## config.mk

```make
export PLATFORM = sky130hd
export DESIGN_NAME = instr_issue_sequencer
export DESIGN_NICKNAME = d
export VERILOG_FILES = /design/src/rtl/instr_issue_sequencer.sv
export SDC_FILE = /design/constraint.sdc
export NUM_CORES = 1
export LEC_CHECK = 0
export BUFFER_PORTS_ARGS = -buffer_cell sky130_fd_sc_hd__buf_2
export CORE_MARGIN = 4
export CORE_UTILIZATION = 40
export DETAILED_ROUTE_END_ITERATION = 12
export GPL_TIMING_DRIVEN = 0
export HOLD_SLACK_MARGIN = 0.03
export PLACE_DENSITY = 0.59
export SETUP_SLACK_MARGIN = 0.3
export SLEW_MARGIN = 20
export SYNTH_ARGS = -nofsm -noshare
export SYNTH_HDL_FRONTEND = slang
export SYNTH_SLANG_ARGS = --single-unit
```

## constraint.sdc

```tcl
create_clock -name clk -period 8.18 [get_ports clk]
set_input_delay 0.409 -clock clk [delete_from_list [all_inputs] [get_ports clk]]
set_output_delay 0.409 -clock clk [all_outputs]
set_load 0.005 [all_outputs]
```

## src/rtl/instr_issue_sequencer.sv

```systemverilog
// -----------------------------------------------------------------------------
// instr_issue_sequencer
//
// Buffers host instructions in a FIFO and issues at most one per clock to the
// instruction decoder. After a compute opcode it inserts COMPUTE_CYCLES NOP
// cycles while the systolic array works. On a halt opcode it stops issuing
// until a resume pulse arrives.
//
// Handshake: a push happens on a rising edge where in_valid && in_ready.
// in_ready depends only on the registered occupancy and flush, so a
// same-cycle pop never frees a slot early. The host must hold in_instr
// stable until the push edge. The issue side has no back-pressure: the
// decoder latches issue_instr on every edge. issue_valid marks the cycles
// that carry a real dequeued word. Every other cycle carries an all-zero
// NOP.
//
// Ports:
//   clk, rst_n    clock; asynchronous active-low reset
//   in_instr      instruction to enqueue (opcode in bits [4:0])
//   in_valid      in_instr valid
//   in_ready      FIFO can accept this cycle
//   flush         synchronous clear of FIFO, stall and halt
//   resume        single-cycle pulse that leaves the halted state
//   issue_instr   registered word presented to the decoder
//   issue_valid   registered; issue_instr is a real instruction
//   fifo_count    current FIFO occupancy (0..DEPTH)
//   stalled       waiting out a compute
//   halted        halted until resume
//   busy          not in RUN, or FIFO non-empty
// -----------------------------------------------------------------------------
module instr_issue_sequencer #(
    parameter int DEPTH          = 8,
    parameter int INSTR_W        = 64,
    parameter int COMPUTE_CYCLES = 16,
    parameter int CNT_W          = 8
) (
    input  logic                       clk,
    input  logic                       rst_n,
    input  logic [INSTR_W-1:0]         in_instr,
    input  logic                       in_valid,
    output logic                       in_ready,
    input  logic                       flush,
    input  logic                       resume,
    output logic [INSTR_W-1:0]         issue_instr,
    output logic                       issue_valid,
    output logic [$clog2(DEPTH):0]     fifo_count,
    output logic                       stalled,
    output logic                       halted,
    output logic                       busy
);

    localparam int PTR_W  = $clog2(DEPTH);
    localparam int CNT_FW = PTR_W + 1;

    localparam logic [4:0]        OP_COMPUTE_A = 5'b00001;
    localparam logic [4:0]        OP_COMPUTE_B = 5'b00010;
    localparam logic [4:0]        OP_HALT      = 5'b11111;
    localparam logic [CNT_W-1:0]  STALL_LOAD   = CNT_W'(COMPUTE_CYCLES);
    localparam logic [CNT_W-1:0]  STALL_ONE    = CNT_W'(1);
    localparam logic [CNT_FW-1:0] FULL_COUNT   = CNT_FW'(DEPTH);
    localparam logic [CNT_FW-1:0] COUNT_ONE    = CNT_FW'(1);
    localparam logic [PTR_W-1:0]  PTR_ONE      = PTR_W'(1);

    // stalled and halted decode this state directly, so it is visible at the ports.
    typedef enum logic [1:0] {
        ST_RUN          = 2'd0,
        ST_COMPUTE_WAIT = 2'd1,
        ST_HALTED       = 2'd2
    } state_t;

    state_t              state;
    state_t              state_next;
    logic [CNT_W-1:0]    stall_cnt;
    logic [CNT_W-1:0]    stall_next;

    logic [INSTR_W-1:0]  mem [DEPTH];
    logic [PTR_W-1:0]    rd_ptr;
    logic [PTR_W-1:0]    wr_ptr;
    logic [CNT_FW-1:0]   count;

    logic                push;
    logic                pop;
    logic [INSTR_W-1:0]  head;
    logic [4:0]          head_op;
    logic                head_is_compute;

    assign in_ready        = (count < FULL_COUNT) && !flush;
    assign push            = in_valid && in_ready;
    assign pop             = !flush && (state == ST_RUN) && (count != '0);
    assign head            = mem[rd_ptr];
    assign head_op         = head[4:0];
    assign head_is_compute = (head_op == OP_COMPUTE_A) || (head_op == OP_COMPUTE_B);

    // Next-state and stall counter logic.
    always_comb begin
        state_next = state;
        stall_next = stall_cnt;
        if (flush) begin
            state_next = ST_RUN;
            stall_next = '0;
        end else begin
            case (state)
                ST_RUN: begin
                    if (pop) begin
                        if (head_is_compute && (COMPUTE_CYCLES != 0)) begin
                            state_next = ST_COMPUTE_WAIT;
                            stall_next = STALL_LOAD;
                        end else if (head_op == OP_HALT) begin
                            state_next = ST_HALTED;
                        end
                    end
                end
                ST_COMPUTE_WAIT: begin
                    // The last NOP edge is the one that sees a count of 1.
                    // A count of zero here is unreachable but still returns to RUN.
                    if (stall_cnt <= STALL_ONE) begin
                        state_next = ST_RUN;
                        stall_next = '0;
                    end else begin
                        stall_next = stall_cnt - STALL_ONE;
                    end
                end
                ST_HALTED: begin
                    if (resume) begin
                        state_next = ST_RUN;
                    end
                end
                default: begin
                    state_next = ST_RUN;
                    stall_next = '0;
                end
            endcase
        end
    end

    always_ff @(posedge clk or negedge rst_n) begin
        if (!rst_n) begin
            state     <= ST_RUN;
            stall_cnt <= '0;
        end else begin
            state     <= state_next;
            stall_cnt <= stall_next;
        end
    end

    // FIFO storage has no reset; the pointers and count define its contents.
    always_ff @(posedge clk) begin
        if (push) begin
            mem[wr_ptr] <= in_instr;
        end
    end

    always_ff @(posedge clk or negedge rst_n) begin
        if (!rst_n) begin
            rd_ptr <= '0;
            wr_ptr <= '0;
            count  <= '0;
        end else if (flush) begin
            rd_ptr <= '0;
            wr_ptr <= '0;
            count  <= '0;
        end else begin
            // DEPTH is a power of two, so pointers wrap without explicit compares.
            if (push) wr_ptr <= wr_ptr + PTR_ONE;
            if (pop)  rd_ptr <= rd_ptr + PTR_ONE;
            case ({push, pop})
                2'b10:   count <= count + COUNT_ONE;
                2'b01:   count <= count - COUNT_ONE;
                default: count <= count;
            endcase
        end
    end

    // The issue register is reloaded every edge. It never holds an old word,
    // so the decoder never sees the same instruction twice.
    always_ff @(posedge clk or negedge rst_n) begin
        if (!rst_n) begin
            issue_instr <= '0;
            issue_valid <= 1'b0;
        end else if (pop) begin
            issue_instr <= head;
            issue_valid <= 1'b1;
        end else begin
            issue_instr <= '0;
            issue_valid <= 1'b0;
        end
    end

    assign fifo_count = count;
    assign stalled    = (state == ST_COMPUTE_WAIT);
    assign halted     = (state == ST_HALTED);
    assign busy       = (state != ST_RUN) || (count != '0);

endmodule

```

==> results of run 1 <==
metal layers:
layer	track usage [%]	wire [µm]
met1	23.33	21610
met2	27.01	23830
met3	3.408	2519
met4	4.716	1211
met5	0	82
cells in the mapped netlist, types with 6 or more instances:
master,instances
sky130_fd_sc_hd__buf_1,16
sky130_fd_sc_hd__buf_2,17
sky130_fd_sc_hd__clkbuf_1,13
sky130_fd_sc_hd__dfrtp_1,85
sky130_fd_sc_hd__edfxtp_1,512
sky130_fd_sc_hd__ha_1,6
sky130_fd_sc_hd__inv_1,7
sky130_fd_sc_hd__mux2i_1,67
sky130_fd_sc_hd__mux4_2,127
sky130_fd_sc_hd__nand2_1,17
sky130_fd_sc_hd__nand2b_1,6
sky130_fd_sc_hd__nor2_1,88
sky130_fd_sc_hd__xor2_1,10
registers in the layout (all words and copies together) (netlist names):
| name | count |
|---|---|
| fifo_count | 4 |
| mem | 512 |
| stall_cnt | 8 |
| state | 2 |
| issue_valid | 1 |
| rd_ptr | 3 |
| wr_ptr | 3 |
| issue_instr | 64 |
cell families after synthesis:
logic type / after synthesis / share of synthesized area (%)
adder cells (fa/ha/maj): 7 / 0.3789
AND/OR/NAND/NOR: 142 / 2.841
multiplexers: 197 / 15.92
flip-flops: 597 / 77.94
buffers and inverters: 55 / 1.047
AO/OA/AOI/OAI: 37 / 1.287
XOR/XNOR: 15 / 0.5850
metrics by stage:
stage / TNS (ns) / util, % / std cells
detailed placement: 0 / 45.07 / 1983
global route: 0 / 48.74 / 2108
global placement: -377.61 / 43.57 / 1939
finish: 0 / 48.74 / 2108
CTS: 0 / 48.74 / 2106
floorplan: 0 / - / 1050
path summary, 6_finish.rpt:
check | start | end | slack (ns) | depth (start not counted)
setup / recovery | fifo_count[1]$_DFFE_PN0P_ | issue_instr[22]$_DFF_PN0_ | 5.09 | 5
hold / removal | in_instr[38] | mem[1][38]$_DFFE_PP_ | 0.07 | 1
setup reg to reg | fifo_count[1]$_DFFE_PN0P_ | issue_instr[22]$_DFF_PN0_ | 5.09 | 5
hold reg to reg | stall_cnt[1]$_DFFE_PN0P_ | stall_cnt[1]$_DFFE_PN0P_ | 0.51 | 1
max in group asynchronous | rst_n | issue_instr[55]$_DFF_PN0_ | 7.27 | 3
min in group asynchronous | rst_n | issue_instr[11]$_DFF_PN0_ | 0.30 | 2
layout make-up:
type	count	area, µm²	share of cell area (%)
inverter	7	26.28	0.09746
clock inverter	29	231.5	0.8586
tap	748	935.9	3.471
sequential	597	17500	64.92
multi-input combinational	398	4775	17.71
clock buffer	84	1694	6.284
buffer	48	209.0	0.7750
antenna	2	5.005	0.01856
timing repair buffer	195	1582	5.866
power by group:
group	internal (mW)	switching, mW	leakage (nW)
registers	3.53	0.0788	5.76
clock network	1.53	1.11	0.941
logic	0.799	0.925	2.53
what timing repair did:
action	CTS	global route
setup buffers	0	0
setup endpoints to repair	0	0
hold buffers	10	0
endpoints found under the hold margin	81	0
==> impl_summary.txt, run 1 <==
----------------------------------------------------
[Clock network]
  CTS-repair resized insts ... 0
  Clock insertion delay at the later pin of the skew report ... 0.62 ns
  Clock edge transition at the registers on the reported setup and hold paths ... 0.06 ns
  CTS Root Cell ... sky130_fd_sc_hd__clkbuf_16
  Clock H-tree levels ... 2
  TritonCTS clock tree ... built
  Clock buffer count from CTS ... 60
  Clock sinks ... just under 600
  Maximum number of buffers from clock root to sink ... 3

[Power]
  Cell Pwr Density ... just under 300 mW/mm²
  Worst vdd rail ir drop ... between 0.15 and 0.2 mV
  Leakage power total ... 9.229 nW
  Total power draw ... around 8 mW

[Timing]
  Setup repair after global routing missed its margin ... false
  Max-slew violation count ... 0
  Share of the clock period used by the worst path after layout ... 37.73%
  Final hold viol count ... 0
  Slew of the pin with the lowest slew margin ... approximately 0.97 ns
  Fin worst setup slack ... a little over 5 ns
  Worst max-slew margin expressed relative to the limit ... a little over a third
  Post-route clock skew ... 0.02336 ns
  Worst hold slack after final layout ... a little over 0.07 ns
  Count of endpoints failing setup in the final report ... 0
  Highest clock rate ... about 320 MHz
  Minimum clock period ... roughly 3.1 ns

[Place]
  Port Buffer Count ... ~140
  HPWL Detailed ... between 30000 and 40000 µm
  Instance area after placement ... 0.02493 mm²
  Final weighted congestion in routability-driven placement ... 0.7705
  Worst Setup Slack post-DPL ... around 5.1 ns

[Cells and area]
  Commonest non-fill, non-tap cell in the layout ... sky130_fd_sc_hd__edfxtp_1
  Post-route design area ... between 0.02 and 0.03 mm²
  # fillers ... roughly 4600
  Growth of design area from synthesis to finish ... 20.05%
  Net count, final ... ~1400
  Most frequent cells in the layout ... sky130_fd_sc_hd__edfxtp_1 (512), sky130_fd_sc_hd__buf_2 (157), sky130_fd_sc_hd__mux4_2 (127)
  Layout cell share with drive strength beyond 1 ... 31.96%

[Setup path]
  Buffers and inverters on the worst path ... 2
  Kind of cell adding the most delay to the critical path ... buffers and inverters
  Largest fanout of any net on the critical path ... 10
  Crit path max-delay cell type ... sky130_fd_sc_hd__clkbuf_1
  Setup crit end kind ... flip-flop
  Signal arrival time at the worst endpoint ... about 3.5 ns
  Critical path start-end classification ... flip-flop to flip-flop
  Delay of the slowest cell on the worst path ... a little under 0.7 ns
  Required arrival time at the worst endpoint ... around 8.6 ns
  Sort of element at the start of the critical path ... flip-flop
  Cells along the critical path ... or4_1 -> nand3_1 -> clkbuf_1 -> buf_1 -> nor2_1

[Yosys]
  Most frequently used flop master after synthesis ... sky130_fd_sc_hd__edfxtp_1
  Fraction of synthesized cell area taken by the top area cell type ... approximately 70%
  Post-synth ARST share ... between 10% and 20%
  Number of enable flip-flop cells after synthesis ... about 510
  Count of different cell masters after synthesis ... 47
  Synthesized instance count ... 1050
  Syn Nets ... 1125
  Yosys warning count ... 0
  Most area-hungry cell type in the Yosys netlist ... sky130_fd_sc_hd__edfxtp_1
  Average cell area after synthesis ... between 20 and 25 µm²
  Register bit total from synthesis ... slightly below 600
  Netlist area before placement ... 0.02246 mm²
  Top cells by area in the synthesized netlist ... sky130_fd_sc_hd__edfxtp_1 (68%), sky130_fd_sc_hd__mux4_2 (13%), sky130_fd_sc_hd__dfrtp_1 (9.5%), sky130_fd_sc_hd__mux2i_1 (3.0%), sky130_fd_sc_hd__nor2_1 (1.5%)
  Seq/Total Area, Yosys ... between 70% and 80%

[Floorplanning]
  Die extent in x ... around 240 µm
  Count of boundary I/O pins ... around 140
  Starting utilization of the core area ... 40.60%
  Die area ... between 0.05 and 0.06 mm²
  Vert. Die Dim ... 244.9 µm
  Placeable Area ... about 0.055 mm²
  Standard-cell rows ... 86

[Routing]
  Final routed wire length divided by cell count ... around 23 µm
  DRC viols ... 0
  Number of DRC violations after detailed-routing iteration 0 ... between 900 and 1000
  Detail-routed via count per cell ... 5.153
  Routed vias ... between 10000 and 15000
  Number of iterations in the first detailed-routing pass ... 5
  Post-DRT Antenna Nets ... 0
  Total wire length after detailed routing ... slightly below 50000 µm

[Flow run]
  Reported max-cap violation count ... 0

[GRT]
  Largest net degree at the start of global routing ... 54
  GRT Resource Usage Total ... between 15 and 20%
  Initial antenna violation count ... 9
  Global-route wire length before repair ... ~75000 µm
  GRT overflow ... 0
  Vias in the first global route ... around 12000

[Min path]
  Tightest Hold Check Type ... primary input to flip-flop

[Run status]
  Status ... finished clean

----------------------------------------------------
Note: power is estimated with default switching activity, not from simulation.
==> run 2, diff against run 1 <==
--- a/config.mk
+++ b/config.mk
@@ -11,7 +11,7 @@
 export DETAILED_ROUTE_END_ITERATION = 12
 export GPL_TIMING_DRIVEN = 0
 export HOLD_SLACK_MARGIN = 0.03
-export PLACE_DENSITY = 0.59
+export PLACE_DENSITY = 0.62
 export SETUP_SLACK_MARGIN = 0.3
 export SLEW_MARGIN = 20
 export SYNTH_ARGS = -nofsm -noshare
==> constraint.sdc (replaced) <==
create_clock -name clk -period 2.75 [get_ports clk]
set_input_delay 0.1375 -clock clk [delete_from_list [all_inputs] [get_ports clk]]
set_output_delay 0.1375 -clock clk [all_outputs]
set_load 0.005 [all_outputs]
==> run 2 against run 1 <==
Clock power rose to 3.1 times the previous value. Die area stayed put. Via count grew 2.1%. Cell area increased by 3.6%. Count of clock-buffer cells in the layout decreased by 6. Largest cell class unchanged. Largest power group unchanged. Core utilization grew 1.7 points. Non-clock buffer count rose by 62. Worst setup slack got worse by 4.7 ns. Sequential share of layout area decreased by 2.2 points. Combinational power rose to 3.1 times the previous value.
==> impl_summary.txt, run 2 (synthesis results as in run 1) <==
----------------------------------------------------
[Run status]
  Status ... finished clean

[GRT]
  Global-route wire length before repair ... roughly 74000 µm
  GRT Resource Usage Total ... 16.35%
  GRT overflow ... 0
  Largest net degree at the start of global routing ... just under 70
  Vias in the first global route ... 11766
  Initial antenna violation count ... 4

[Floorplanning]
  Standard-cell rows ... between 80 and 90
  Die area ... 0.06000 mm²
  Count of boundary I/O pins ... 142
  Starting utilization of the core area ... between 40% and 50%
  Placeable Area ... ~0.055 mm²
  Vert. Die Dim ... 244.9 µm
  Die extent in x ... roughly 240 µm

[Setup path]
  Sort of element at the start of the critical path ... flip-flop
  Crit path max-delay cell type ... sky130_fd_sc_hd__dfrtp_2
  Flop-to-flop setup slack ... between 0.4 and 0.5 ns
  Cell repeated most along the worst path ... sky130_fd_sc_hd__buf_6
  Setup crit end kind ... flip-flop
  Required arrival time at the worst endpoint ... approximately 3.2 ns
  Signal arrival time at the worst endpoint ... about 2.8 ns
  Largest fanout of any net on the critical path ... 10
  Delay of the slowest cell on the worst path ... approximately 0.44 ns
  Cells along the critical path ... buf_6 -> buf_6 -> mux4_2 -> mux2i_4 -> o41ai_2 -> o31a_1 -> a211o_1
  Path depth of the worst reg2reg path ... 7
  Reg-to-reg critical path endpoint ... stall_cnt[3]$_DFFE_PN0P_
  Critical path start-end classification ... flip-flop to flip-flop
  Reg-to-Reg Start ... rd_ptr[1]$_DFFE_PN0P_

[Timing]
  Setup repair after global routing missed its margin ... false
  Worst max-slew margin expressed relative to the limit ... just under 40%
  Minimum clock period ... ~2.3 ns
  Count of endpoints failing setup in the final report ... 0
  Share of the clock period used by the worst path after layout ... 85.20%
  Post-route clock skew ... about 0.017 ns
  Slew of the pin with the lowest slew margin ... 0.9055 ns
  Final hold viol count ... 0
  Highest clock rate ... about 430 MHz
  Max-slew violation count ... 0

[Cells and area]
  # fillers ... approximately 4500
  Growth of design area from synthesis to finish ... 24.33%
  Layout cell share with drive strength beyond 1 ... 33.15%
  Regs by FF count ... mem x512, issue_instr x64, stall_cnt x8
  Footprint of the multi-input gates ... between 0.004 and 0.005 mm²
  Net count, final ... roughly 1400
  Final non-filler cell total ... 2170
  Commonest non-fill, non-tap cell in the layout ... sky130_fd_sc_hd__edfxtp_1
  Register name with the most flops ... mem
  Largest register FFs ... approximately 500
  Sequential cell area ... about 0.018 mm²
  Share of the core filled with cells ... roughly 50%
  Most frequent cells in the layout ... sky130_fd_sc_hd__edfxtp_1 (512), sky130_fd_sc_hd__buf_2 (152), sky130_fd_sc_hd__mux4_2 (127)

[Min path]
  Tightest Hold Check Type ... primary input to async pin

[Power]
  Design internal power ... around 18 mW
  Cell Pwr Density ... just under 900 mW/mm²
  Leakage power total ... between 9 and 10 nW
  Clock group share of total power ... roughly a third
  Switching part of the total power ... between 20% and 30%
  Sequential power share ... between 40% and 50%
  Portion of total power attributed to combinational logic ... a little over a fifth
  Worst vdd rail ir drop ... between 0.5 and 0.6 mV
  Net Switching ... about 6.4 mW

[Routing]
  Post-DRT Antenna Nets ... 0
  Number of iterations in the first detailed-routing pass ... 5
  Total wire length after detailed routing ... between 40000 and 50000 µm
  Final routed wire length divided by cell count ... ~22 µm
  Detail-routed via count per cell ... 5.112
  DRC viols ... 0
  Routed vias ... approximately 11000
  Number of DRC violations after detailed-routing iteration 0 ... roughly 930

[Flow run]
  Reported max-cap violation count ... 0

[Place]
  Final weighted congestion in routability-driven placement ... 0.7785
  HPWL Detailed ... 31480 µm
  Number of cells in the design after placement ... slightly below 2000
  Port Buffer Count ... between 100 and 150

[Clock network]
  Clock edge transition at the registers on the reported setup and hold paths ... ~0.06 ns
  Clock buffer count from CTS ... 61
  CTS Root Cell ... sky130_fd_sc_hd__clkbuf_16
  Clock sinks ... ~600
  TritonCTS clock tree ... built
  Clock H-tree levels ... 2
  Maximum number of buffers from clock root to sink ... 3
  Clock insertion delay at the later pin of the skew report ... 0.61 ns

----------------------------------------------------
run 2: changes by cell type in the layout (fill, tap and decap cells not counted), moves of 4 or more:
cell	previous run	this run
sky130_fd_sc_hd__clkbuf_2	0	7
sky130_fd_sc_hd__buf_1	16	0
sky130_fd_sc_hd__clkbuf_4	0	4
sky130_fd_sc_hd__buf_2	157	152
sky130_fd_sc_hd__clkdlybuf4s15_2	0	5
sky130_fd_sc_hd__dlygate4sd3_1	10	69
sky130_fd_sc_hd__buf_8	0	11
sky130_fd_sc_hd__clkbuf_1	29	14
sky130_fd_sc_hd__clkinv_1	9	13
sky130_fd_sc_hd__buf_4	15	19
run 2: power groups by stage:
stage | sequential (mW) | combinational, mW | clock [mW]
finish | 10.7 | 5.34 | 8.22
global route | 10.8 | 5.86 | 8.80
CTS | 10.7 | 5.45 | 8.42
detailed placement | 10.9 | 5.25 | 0
global placement | 10.9 | 5.07 | 0
floorplan | 10.9 | 3.34 | 0
run 2: critical path, delay by kind of cell (launching register included):
family                 cells  cell delay (ns)
AO/OA/AOI/OAI              3             0.86
buffers and inverters      2             0.38
flip-flops                 1             0.44
multiplexers               2             0.53
run 2: final cells by class:
| cell class | instances | share of cell area, % |
|---|---|---|
| Antenna cell | 1 | 0.008963 |
| Clock buffer | 78 | 6.028 |
| Inverter | 7 | 0.09411 |
| Clock inverter | 36 | 1.197 |
| Multi-Input combinational cell | 398 | 17.23 |
| Tap cell | 748 | 3.352 |
| Sequential cell | 597 | 62.70 |
| Buffer | 48 | 1.228 |
| Timing Repair Buffer | 257 | 8.170 |
run 2: worst max path at each step:
stage                                    from                   endpoint
floorplan           fifo_count[3]$_DFFE_PN0P_        mem[0][0]$_DFFE_PP_
global placement    fifo_count[3]$_DFFE_PN0P_       mem[3][26]$_DFFE_PP_
detailed placement  fifo_count[1]$_DFFE_PN0P_  issue_instr[37]$_DFF_PN0_
CTS                     rd_ptr[0]$_DFFE_PN0P_  issue_instr[59]$_DFF_PN0_
global route            rd_ptr[0]$_DFFE_PN0P_  issue_instr[32]$_DFF_PN0_
finish                  rd_ptr[1]$_DFFE_PN0P_   stall_cnt[3]$_DFFE_PN0P_
run 2: metrics by stage:
step | power (mW) | setup TNS, ns | worst slack (ns) | instance area [µm²] | hold slack [ns]
2_1_floorplan | 14.27 | -90.00 | -0.3137 | 22530 | -0.1581
3_3_place_gp | 16.01 | -807.62 | -2.182 | 24170 | 0.3646
3_5_place_dp | 16.17 | -9.581 | -0.2629 | 24970 | -0.0001448
4_1_cts | 24.61 | 0 | 0.3011 | 27860 | 0.1417
5_1_grt | 25.46 | 0 | 0.2980 | 27920 | 0.1649
6_report | 24.31 | 0 | 0.4071 | 27920 | 0.1052
run 2: layer usage:
metal  part of all wire, %  GRT usage, %  vias to the layer above
met3                   4.8         2.775                       73
met1                    45         23.55                     5834
met2                    48         26.16                      271
li1                      -             -                     4910
met5                 0.084             0                        -
met4                   2.1         4.430                        6
run 2: timing repair:
item | CTS | global route
cloned | 0 | 0
gates resized for setup | 54 | 13
hold buffers | 69 | 0
endpoints found under the setup margin | 193 | 113
endpoints found under the hold margin | 602 | 0
setup buffers | 8 | 3
pin swaps | 7 | 4
